`config.mk`:
```
export PLATFORM = sky130hd
export DESIGN_NAME = hazard_ctrl_mc
export DESIGN_NICKNAME = d
export VERILOG_FILES = /design/src/rtl/hazard_ctrl_mc.sv
export SDC_FILE = /design/constraint.sdc
export NUM_CORES = 1
export LEC_CHECK = 0
export CORE_UTILIZATION = 46
export CTS_CLUSTER_SIZE = 10
export DETAILED_ROUTE_END_ITERATION = 7
export PLACE_DENSITY = 0.84
export SYNTH_ARGS = -nofsm -noshare
export SYNTH_HDL_FRONTEND = slang
export SYNTH_SLANG_ARGS = --single-unit
```
`constraint.sdc`:
```
create_clock -name clk -period 5.5 [get_ports clk]
set_input_delay 1.1 -clock clk [delete_from_list [all_inputs] [get_ports clk]]
set_output_delay 1.1 -clock clk [all_outputs]
set_load 0.01 [all_outputs]
```
`src/rtl/hazard_ctrl_mc.sv`:
```
// Pipeline hazard controller for the five-stage core: stall/flush/forward generation,
// a fixed-latency MUL/DIV occupancy FSM and wrap-around performance counters.
module hazard_ctrl_mc #(
  parameter int unsigned AW     = 5,
  parameter bit          FWD_EN = 1'b1,
  parameter int unsigned MD_LAT = 4,
  parameter int unsigned CNT_W  = 32
) (
  input  logic             clk,
  input  logic             CpuRst,
  input  logic             ICacheMiss,
  input  logic             DCacheMiss,
  input  logic             BranchE,
  input  logic             JalrE,
  input  logic             JalD,
  input  logic [AW-1:0]    Rs1D,
  input  logic [AW-1:0]    Rs2D,
  input  logic [AW-1:0]    Rs1E,
  input  logic [AW-1:0]    Rs2E,
  input  logic [1:0]       RegReadD,
  input  logic [AW-1:0]    RdE,
  input  logic [AW-1:0]    RdM,
  input  logic [AW-1:0]    RdW,
  input  logic             RegWriteE,
  input  logic             RegWriteM,
  input  logic             RegWriteW,
  input  logic             MemToRegE,
  input  logic             MulDivStartE,
  output logic             StallF,
  output logic             StallD,
  output logic             StallE,
  output logic             StallM,
  output logic             StallW,
  output logic             FlushF,
  output logic             FlushD,
  output logic             FlushE,
  output logic             FlushM,
  output logic             FlushW,
  output logic [1:0]       Forward1E,
  output logic [1:0]       Forward2E,
  output logic             MulDivBusy,
  output logic             MulDivDone,
  output logic [CNT_W-1:0] StallCycles,
  output logic [CNT_W-1:0] FlushEvents
);

  localparam int unsigned CW = (MD_LAT > 2) ? $clog2(MD_LAT) : 1;

  typedef enum logic [1:0] {StIdle, StBusy, StDone} md_state_e;

  md_state_e state_q, state_d;
  logic [CW-1:0] cnt_q, cnt_d;

  logic hit_e, hit_m, hit_w;
  logic data_hazard, md_stall, redirect;

  // A stage is a RAW producer when it writes a non-zero register that D reads.
  assign hit_e = RegWriteE && (RdE != '0) &&
                 ((RegReadD[1] && (Rs1D == RdE)) || (RegReadD[0] && (Rs2D == RdE)));
  assign hit_m = RegWriteM && (RdM != '0) &&
                 ((RegReadD[1] && (Rs1D == RdM)) || (RegReadD[0] && (Rs2D == RdM)));
  assign hit_w = RegWriteW && (RdW != '0) &&
                 ((RegReadD[1] && (Rs1D == RdW)) || (RegReadD[0] && (Rs2D == RdW)));

  assign data_hazard = FWD_EN ? (MemToRegE && hit_e) : (hit_e || hit_m || hit_w);
  assign md_stall    = ((state_q == StIdle) && MulDivStartE) || (state_q == StBusy);
  assign MulDivBusy  = (state_q == StBusy);
  assign MulDivDone  = (state_q == StDone);

  always_ff @(posedge clk or posedge CpuRst) begin
    if (CpuRst) begin
      state_q <= StIdle;
      cnt_q   <= '0;
    end else begin
      state_q <= state_d;
      cnt_q   <= cnt_d;
    end
  end

  always_comb begin
    state_d = state_q;
    cnt_d   = cnt_q;
    // A data-cache miss freezes the whole unit, including the latency count.
    if (!DCacheMiss) begin
      unique case (state_q)
        StIdle: begin
          if (MulDivStartE) begin
            state_d = StBusy;
            cnt_d   = CW'(MD_LAT - 1);
          end
        end
        StBusy: begin
          if (cnt_q == CW'(1)) state_d = StDone;
          else                 cnt_d   = cnt_q - 1'b1;
        end
        StDone:  state_d = StIdle;
        default: state_d = StIdle;
      endcase
    end
  end

  always_comb begin
    StallF   = 1'b0;
    StallD   = 1'b0;
    StallE   = 1'b0;
    StallM   = 1'b0;
    StallW   = 1'b0;
    FlushF   = 1'b0;
    FlushD   = 1'b0;
    FlushE   = 1'b0;
    FlushM   = 1'b0;
    FlushW   = 1'b0;
    redirect = 1'b0;
    if (CpuRst) begin
      FlushF = 1'b1;
      FlushD = 1'b1;
      FlushE = 1'b1;
      FlushM = 1'b1;
      FlushW = 1'b1;
    end else if (DCacheMiss) begin
      StallF = 1'b1;
      StallD = 1'b1;
      StallE = 1'b1;
      StallM = 1'b1;
      FlushW = 1'b1;
    end else if (md_stall) begin
      StallF = 1'b1;
      StallD = 1'b1;
      StallE = 1'b1;
      FlushM = 1'b1;
    end else if (BranchE || JalrE) begin
      FlushD   = 1'b1;
      FlushE   = 1'b1;
      redirect = 1'b1;
    end else if (data_hazard) begin
      StallF = 1'b1;
      StallD = 1'b1;
      FlushE = 1'b1;
    end else if (JalD) begin
      FlushD   = 1'b1;
      redirect = 1'b1;
    end else if (ICacheMiss) begin
      StallF = 1'b1;
      FlushD = 1'b1;
    end
  end

  always_comb begin
    Forward1E = 2'b00;
    Forward2E = 2'b00;
    if (FWD_EN && !CpuRst) begin
      if (RegWriteM && (RdM != '0) && (RdM == Rs1E))      Forward1E = 2'b10;
      else if (RegWriteW && (RdW != '0) && (RdW == Rs1E)) Forward1E = 2'b01;
      if (RegWriteM && (RdM != '0) && (RdM == Rs2E))      Forward2E = 2'b10;
      else if (RegWriteW && (RdW != '0) && (RdW == Rs2E)) Forward2E = 2'b01;
    end
  end

  always_ff @(posedge clk or posedge CpuRst) begin
    if (CpuRst) begin
      StallCycles <= '0;
      FlushEvents <= '0;
    end else begin
      if (StallF)   StallCycles <= StallCycles + 1'b1;
      if (redirect) FlushEvents <= FlushEvents + 1'b1;
    end
  end

endmodule
```
==> metrics.txt <==
Pre-Repair DR Iteration Count=4; final net count=539; Buffers on Ports=127; LEAKAGE=2.16 nW; Worst setup EP type=output pin; FMAX=214 MHz; clock skew=0.0141 ns; Core Box Area=0.00785 sq mm; reg2reg setup slack=3.29 ns; unrepaired setup endpoints after global routing=false; most numerous cell on the critical path=clkdlybuf4s50_1; Setup Fix Bufs, Post-CTS=0; Yosys warning total=0; Mean Syn Cell Area=10.6 sq um; chip width=92.6 um; final setup margin=0.829 ns; Worst Path Required=4.40 ns; per-cell routed wire length=16.4 um; Slew Limit Fails=0; Initial Util=0.481; Ant. Diodes=0; clock root buffer=clkbuf_8; outcome=completed; Synth top area share=0.451; multi-input logic area=0.00197 sq mm; CP max stage cell=clkdlybuf4s50_1; Longest Clk Path Bufs=2; clk sinks=68; fillers=620; final std cells w/o fill=594; Vias=3248; slowest stage delay, CP=0.61 ns; CTS tree=done; register area=0.00170 sq mm; Syn Inst Count=357; total gr overflow=0; Worst Path Max Fanout=4; CTS clock-pin slew for the worst setup and hold paths=0.08 ns; worst setup path startpoint=RdM[1]; top area cells in the synthesized netlist=dfrtp_1, xnor2_1, xor2_1, nand4_1, nand3_1; reg-to-reg critical path endpoint=StallCycles[13]; initial antenna violation count=0; GR Util All Layers=0.238; die area=0.00857 sq mm; Async S/R FF share, synth=1.00; final hold vios=0; Die H=92.6 um; #FFs+latches synth=68; top-count cell post-synth=xnor2_1; first-pass GRT wire length=15.9 mm; Iter 0 DRT Violations=143; fin crit share=0.849; CTS Hold Buffers Added=0; HP Class=reg -> reg; Site Rows=32; setup TNS=0 ns; H-tree depth=3; Cell Area, Synth=0.00377 sq mm; gpl congestion=0.891; Ports=129; headroom to the max-slew limit=0.376; Worst Tran Pin Value=0.933 ns; dpl ws=0.801 ns; Final Cell Area=0.00532 sq mm; Crit Path Category=in -> out; share of cells above drive strength 1=0.0874; Top FF cell, synth=dfrtp_1; Pwr per Cell Area=269 mW/mm^2; syn_nets=409; crit path to=Forward2E[0]; Routed Antenna Nets=0; Tmin final=4.67 ns; Tot Pwr=1.43 mW; CP arrival=3.57 ns; CTS Buf Count=9; Setup-failing EPs final=0; number of synthesized flops with an enable pin=0; largest net degree at the start of global routing=70; R2R depth=7; most frequent cells after synthesis=xnor2_1, dfrtp_1, nand4_1, nand2_1, nand3_1; Synth area leader=dfrtp_1; reg2reg start=state_q[0]; CP Cell Sequence=clkdlybuf4s50_1 > or4_1 > o21ai_0 > nor3_1 > nor4_1 > clkdlybuf4s50_1; Inst Count DP=578; via/cell ratio=5.47; DP Area=0.00511 sq mm; post-synth cell types=48; routed wire length=9.75 mm; # DRC=0; worst vdd ir=0.000239 V; Max Cap Viol=0; later-pin clock latency in the skew report=0.34 ns; vias in the first global route=3225; hpwl dp=7.34 mm; crit path launch type=input port; cts repair resizes=0; register area share after synthesis=0.451; Area Growth Syn to Fin=41.1%
==> registers in the layout (all words and copies together), names as in the netlist <==
| register | count |
|---|---|
| StallCycles | 32 |
| cnt_q | 2 |
| state_q | 2 |
| FlushEvents | 32 |
==> how the worst min path moves through the flow <==
stage / end / cells after the start / slack, ns / from
global placement: StallCycles[31] / 1 / 0.46 / StallCycles[31]
global route: FlushEvents[31] / 1 / 0.48 / FlushEvents[31]
finish: FlushEvents[31] / 1 / 0.48 / FlushEvents[31]
CTS: FlushEvents[31] / 1 / 0.48 / FlushEvents[31]
detailed placement: FlushEvents[31] / 1 / 0.46 / FlushEvents[31]
floorplan: FlushEvents[31] / 1 / 0.50 / FlushEvents[31]
==> routing by layer <==
layer	global-route usage	vias to the layer above	routed length (um)
met1	0.296	1592	4040
met2	0.407	117	4930
met5	0	-	0
li1	-	1526	-
met4	0.0781	0	136
met3	0.0534	13	641
==> where the power goes <==
group	switching [mW]	leakage [nW]	internal, mW	total, mW
sequential	0.0714	0.912	0.554	0.626
combinational	0.171	1.15	0.207	0.377
clock	0.195	0.106	0.235	0.430
total	0.437	2.16	0.996	1.43
==> cells in the final DEF, fill, tap and decap left out, types with 5 or more instances in the layout <==
cell type and count:
nand3_1 24, nor3_1 9, clkdlybuf4s50_1 127, nand4_1 32, and3_1 11, dfrtp_1 68, nand2_1 25, xor2_1 23
a21oi_1 5, clkbuf_8 11, xnor2_1 69, and4_1 8, nor2_1 14, inv_1 5
==> worst max-delay path, delay by kind of cell <==
| family | cells | cell delay, ns |
|---|---|---|
| buffers and inverters | 2 | 1.09 |
| AND/OR/NAND/NOR | 3 | 1.04 |
| AO/OA/AOI/OAI | 1 | 0.33 |
==> cell families (layout without fill, tap and decap cells) <==
| group | Yosys count | after routing | synth area share |
|---|---|---|---|
| simple gates | 154 | 154 | 0.245 |
| buf+inv | 17 | 152 | 0.0275 |
| xor+xnor | 92 | 92 | 0.214 |
| other cells | 1 | 1 | 0.000994 |
| fa+ha+maj | 3 | 3 | 0.00995 |
| compound gates | 20 | 20 | 0.0458 |
| mux | 2 | 2 | 0.00597 |
| flops | 68 | 68 | 0.451 |
==> per-stage QoR <==
step / hold WS, ns / util
2_1_floorplan: 0.504 / -
3_3_place_gp: 0.459 / 0.651
3_5_place_dp: 0.463 / 0.651
4_1_cts: 0.475 / 0.678
5_1_grt: 0.484 / 0.678
6_report: 0.475 / 0.678
==> area by class of cell <==
class / instances / area share
flip-flops and latches: 68 / 0.320
clock buffers: 11 / 0.0284
inverters: 7 / 0.00541
multi-input cells: 272 / 0.370
well taps: 102 / 0.0240
repair buffers: 129 / 0.242
clock inverters: 5 / 0.0113
Power figures use the tool's default switching activity.
